[config.mk]
export PLATFORM = sky130hd
export DESIGN_NAME = coin_return
export DESIGN_NICKNAME = d
export VERILOG_FILES = /design/src/rtl/coin_return.sv
export SDC_FILE = /design/constraint.sdc
export NUM_CORES = 1
export LEC_CHECK = 0
export CAP_MARGIN = 10
export CELL_PAD_IN_SITES_DETAIL_PLACEMENT = 1
export CELL_PAD_IN_SITES_GLOBAL_PLACEMENT = 2
export CORE_MARGIN = 4
export CORE_UTILIZATION = 33
export DETAILED_ROUTE_END_ITERATION = 10
export DONT_BUFFER_PORTS = 1
export PLACE_DENSITY = 0.82
export SLEW_MARGIN = 25
export SYNTH_ARGS = -nofsm -noshare
export SYNTH_HDL_FRONTEND = slang
export SYNTH_SLANG_ARGS = --single-unit
[constraint.sdc]
create_clock -name clk_i -period 2 [get_ports clk_i]
set_input_delay 0.5 -clock clk_i [delete_from_list [all_inputs] [get_ports clk_i]]
set_output_delay 0.5 -clock clk_i [all_outputs]
set_load 0.01 [all_outputs]
[src/rtl/coin_return.sv]
// Change-return sequencer: subtracts the item price from a settled nickel credit
// and pays the difference out as dimes then nickels through a req/ack ejector.
module coin_return #(
  parameter int PRICE_N     = 3,
  parameter int GAP         = 2,
  parameter int ACK_TIMEOUT = 15
) (
  input  logic       clk_i,
  input  logic       rst_ni,
  input  logic       start_i,
  input  logic [3:0] credit_i,
  input  logic       coin_ack_i,
  output logic       eject_dime_o,
  output logic       eject_nickel_o,
  output logic       busy_o,
  output logic       done_o,
  output logic       short_o,
  output logic       fault_o,
  output logic [2:0] state_o
);

  // state    | meaning
  // ST_IDLE  | waiting for start_i
  // ST_CALC  | credit latched, subtract price
  // ST_DIME  | requesting one dime, waiting for ack
  // ST_NICK  | requesting one nickel, waiting for ack
  // ST_GAP   | idle spacing between ejections
  // ST_DONE  | change fully paid (one cycle)
  // ST_SHORT | credit below price (one cycle)
  // ST_FAULT | ejector timed out, held until reset
  typedef enum logic [2:0] {
    ST_IDLE  = 3'b000,
    ST_CALC  = 3'b001,
    ST_DIME  = 3'b010,
    ST_NICK  = 3'b011,
    ST_GAP   = 3'b100,
    ST_DONE  = 3'b101,
    ST_SHORT = 3'b110,
    ST_FAULT = 3'b111
  } state_t;

  localparam logic [3:0] PRICE_W  = 4'(PRICE_N);
  localparam logic [3:0] GAP_LAST = 4'(GAP - 1);
  localparam logic [7:0] ACK_LAST = 8'(ACK_TIMEOUT - 1);

  state_t     state_q, state_d;
  logic [3:0] credit_q, credit_d;
  logic [3:0] remain_q, remain_d;
  logic [7:0] wait_q, wait_d;
  logic [3:0] gap_q, gap_d;
  logic [3:0] change;

  assign change = credit_q - PRICE_W;

  // Dimes first; a dime is only chosen when at least two nickels remain.
  function automatic state_t decide(input logic [3:0] r);
    if (r == 4'd0)      return ST_DONE;
    else if (r >= 4'd2) return ST_DIME;
    else                return ST_NICK;
  endfunction

  always_ff @(posedge clk_i) begin
    if (!rst_ni) begin
      state_q  <= ST_IDLE;
      credit_q <= 4'd0;
      remain_q <= 4'd0;
      wait_q   <= 8'd0;
      gap_q    <= 4'd0;
    end else begin
      state_q  <= state_d;
      credit_q <= credit_d;
      remain_q <= remain_d;
      wait_q   <= wait_d;
      gap_q    <= gap_d;
    end
  end

  always_comb begin
    state_d  = state_q;
    credit_d = credit_q;
    remain_d = remain_q;
    wait_d   = wait_q;
    gap_d    = gap_q;
    case (state_q)
      ST_IDLE: begin
        if (start_i) begin
          credit_d = credit_i;
          state_d  = ST_CALC;
        end
      end
      ST_CALC: begin
        if (credit_q < PRICE_W) begin
          state_d = ST_SHORT;
        end else begin
          remain_d = change;
          state_d  = decide(change);
        end
      end
      ST_DIME, ST_NICK: begin
        // An ack on the final timeout edge still counts as a delivered coin.
        if (coin_ack_i) begin
          remain_d = remain_q - ((state_q == ST_DIME) ? 4'd2 : 4'd1);
          wait_d   = 8'd0;
          gap_d    = 4'd0;
          state_d  = ST_GAP;
        end else if (wait_q == ACK_LAST) begin
          wait_d  = 8'd0;
          state_d = ST_FAULT;
        end else begin
          wait_d = wait_q + 8'd1;
        end
      end
      ST_GAP: begin
        if (gap_q == GAP_LAST) begin
          gap_d   = 4'd0;
          state_d = decide(remain_q);
        end else begin
          gap_d = gap_q + 4'd1;
        end
      end
      ST_DONE, ST_SHORT: state_d = ST_IDLE;
      ST_FAULT:          state_d = ST_FAULT;
      default:           state_d = ST_IDLE;
    endcase
  end

  assign eject_dime_o   = (state_q == ST_DIME);
  assign eject_nickel_o = (state_q == ST_NICK);
  assign done_o         = (state_q == ST_DONE);
  assign short_o        = (state_q == ST_SHORT);
  assign fault_o        = (state_q == ST_FAULT);
  assign busy_o         = (state_q != ST_IDLE);
  assign state_o        = state_q;

endmodule

==> results of run 1 <==
## worst register-to-register path, stage by stage, from the launching register on
cell	delay (ps)
dfxtp_2	330
nor2b_1	180
nand2b_1	130
ha_1	260
fa_1	400
nor3b_1	160
a31oi_1	160
o31ai_1	80
## where the power goes
group	total, mW	switching (mW)	internal (mW)
Sequential	0.621	0.0900	0.531
Clock	0.312	0.172	0.140
Combinational	0.913	0.545	0.368
## what timing repair did
item	4_1_cts	5_1_grt
setup buffers	0	0
setup endpoints to repair	0	1
gates resized for setup	0	2
## cell usage in the layout, fill, tap and decap left out, types with 2 or more instances in the layout
cell      synthesis  layout
o21ai_1           6       6
nand3b_1          2       2
o22ai_1           2       2
nor3b_1           2       2
inv_1            14      14
o211ai_1          4       4
a31oi_1           3       3
a211oi_1          2       2
o311a_1           2       2
or4_1             2       2
nand3_1           4       4
nor3_1            4       3
dfxtp_1          23      22
nand4_1           3       3
clkbuf_8          0       3
and3_1            3       3
nand2_1          15      15
o21ai_0           4       4
mux2i_1           4       4
ha_1              8       8
o211a_1           4       4
a21oi_1          10      10
buf_4             0       6
nor2b_1           2       2
a21o_1            2       2
nor2_1           16      16
or3_1             2       2
nand2b_1          5       5
and2_1            5       5
## stage by stage
| stage | hold slack, ps | util, % |
|---|---|---|
| 2_1_floorplan | 454 | - |
| 3_3_place_gp | 483 | 36.0 |
| 3_5_place_dp | 497 | 36.0 |
| 4_1_cts | 346 | 37.0 |
| 5_1_grt | 336 | 37.2 |
| 6_report | 352 | 37.2 |
## area by class of cell
| cell class | instances | area [sq um] |
|---|---|---|
| clock buffer | 3 | 41.3 |
| clock inverter | 1 | 5.00 |
| fill | 534 | 2770 |
| inverter | 14 | 52.6 |
| multi-input combinational | 140 | 962 |
| sequential | 23 | 462 |
| tap | 52 | 65.1 |
| timing repair buffer | 7 | 56.3 |
## metal layers
layer,up-vias,track usage [%]
met5,-,0
met1,698,20.7
met3,6,3.30
li1,682,-
met2,24,28.8
met4,0,7.18
## registers in the layout, summed over array words and instances, names as in the netlist
name      flops
wait_q        8
credit_q      4
remain_q      4
state_o       3
gap_q         4
## cells by family after synthesis
logic type | Yosys count
compound gates | 55
buf+inv | 23
fa+ha+maj | 9
mux | 4
simple gates | 70
flops | 23
xor+xnor | 2
## worst paths after layout
check	endpoint	slack, ps	cells past startpoint
max	done_o	150	3
min	wait_q[1]$_SDFFE_PN0N_	350	1
max reg2reg	remain_q[2]$_SDFFE_PN0P_	180	7
min reg2reg	remain_q[0]$_SDFFE_PN0P_	500	2
==> metrics.txt, run 1 <==
CTS tree built; clk_lat worst skew roughly 270 ps; cts hold-fix bufs 0; die area 0.00574 sq mm; CP bufs+invs 1; HP Class input port to flip-flop; top sig layer met4; initial antenna violation count 0; Initial Util 34.3%; sequential share of the synthesized area 30.4%; Placed Cells 236; Top Ports 17; post-route cell area ~0.0016 sq mm; Max stage delay cell, worst path dfxtp_1; Starting DRT DRC Count roughly 120; number of distinct library cells after synthesis 54; Yosys top cell area share 30.4%; Final WS setup 145 ps; largest family of logic cells by synthesized area compound AO/OA/AOI/OAI gates; Placement Rows 24; YS warnings 0; Final period util just over 90%; max-slew violation count 0; post-route DRC violation count 0; Post-synth EDFFs 0; post-synth top area cell dfxtp_1; largest net degree at the start of global routing 17; total grt overflow 0; max_cap viols 0; Place WS 188 ps; drt first pass iters 4; Compound-Gate Fraction of Synth Area 26.3%; sink count of the clock tree 23; max frequency 0.539 GHz; CP startpoint state_o[0]$_SDFFE_PN0P_; final setup fails 0; Async SR Flop Fraction 0%; most frequent cells after synthesis dfxtp_1 (23), nor2_1 (16), nand2_1 (15); Final Total Pwr 1.85 mW; vias in the first global route 1545; Tot GR Track Use 17.0%; DR WL met2 2200 um; maximum fanout along the worst path 10; Tmin final 1850 ps; setup TNS 0 ps; die width between 70 and 80 um; Post-Synth Simple-Gate Area 25.1%; RSZ-0062 raised after global routing no; maximum VDD drop about 0.30 mV; Max clock buf depth 2; CP delay by family, top flip-flops; Antenna Nets Post-Route 0; CP endpoint kind primary output; power per cell area ~1100 mW/mm^2; skew final 5.24 ps; ant diodes 0; Clock transition at path regs 90 ps; top cells by area, synth dfxtp_1 (30%), ha_1 (6.6%), nor2_1 (4.0%), nand2_1 (3.7%), inv_1 (3.5%); CP arrival around 1400 ps; worst r2r src state_o[1]$_SDFFE_PN0P_; Worst Tran Pin Value around 520 ps; Layout Nets 206; Cell Area, Placed 0.00159 sq mm; first-pass GRT wire length 7450 um; Worst EP required 1500 ps; Post-Layout Cell Count 240; mux cell area share after synthesis 2.64%; clk root buf clkbuf_8; DR vias/cell 5.88; xor/xnor share of the synthesized area 1.16%; Gate Count Post-Synth 186; Synth Area in Adders 7.93%; Rel. slew slack approximately two thirds; Area growth syn-to-layout 8.51%; Mapped Area around 0.0015 sq mm; input/output buffers 0; Hold Startpoint rst_ni; DP HPWL 3270 um; most common cell in the synthesized netlist dfxtp_1; main flop type after synthesis dfxtp_1; Clock H-tree levels 1; Worst path max stage delay 430 ps; drt total wl 4390 um; met3 wire length 158 um; average cell area after synthesis 8.15 sq um; outcome finished, final reports clean; via count about 1400; Synth Register Bits 23; Core Area 0.00441 sq mm; crit-path cells buf_4, nand2b_1, nor2_1; Worst setup SP type flip-flop; Synthesized Nets 203; Num CTS Buffers 3; critical path type flip-flop to primary output; leakage power 0.633 nW; wire length on met1 a little under 2000 um; GPL Wtd Cong 0.894; Hold Fails Final Rpt 0; share of post-route cells with drive strength above 1 9.57%; wire per inst 18.3 um; Die Y 75.8 um
(Power assumes the default switching activity.)
==> run 2, diff against run 1 <==
Settings changed: CAP_MARGIN 10 to 30.
==> results of run 2 <==
The final DEF is identical to that of run 1; final timing and power are the same.
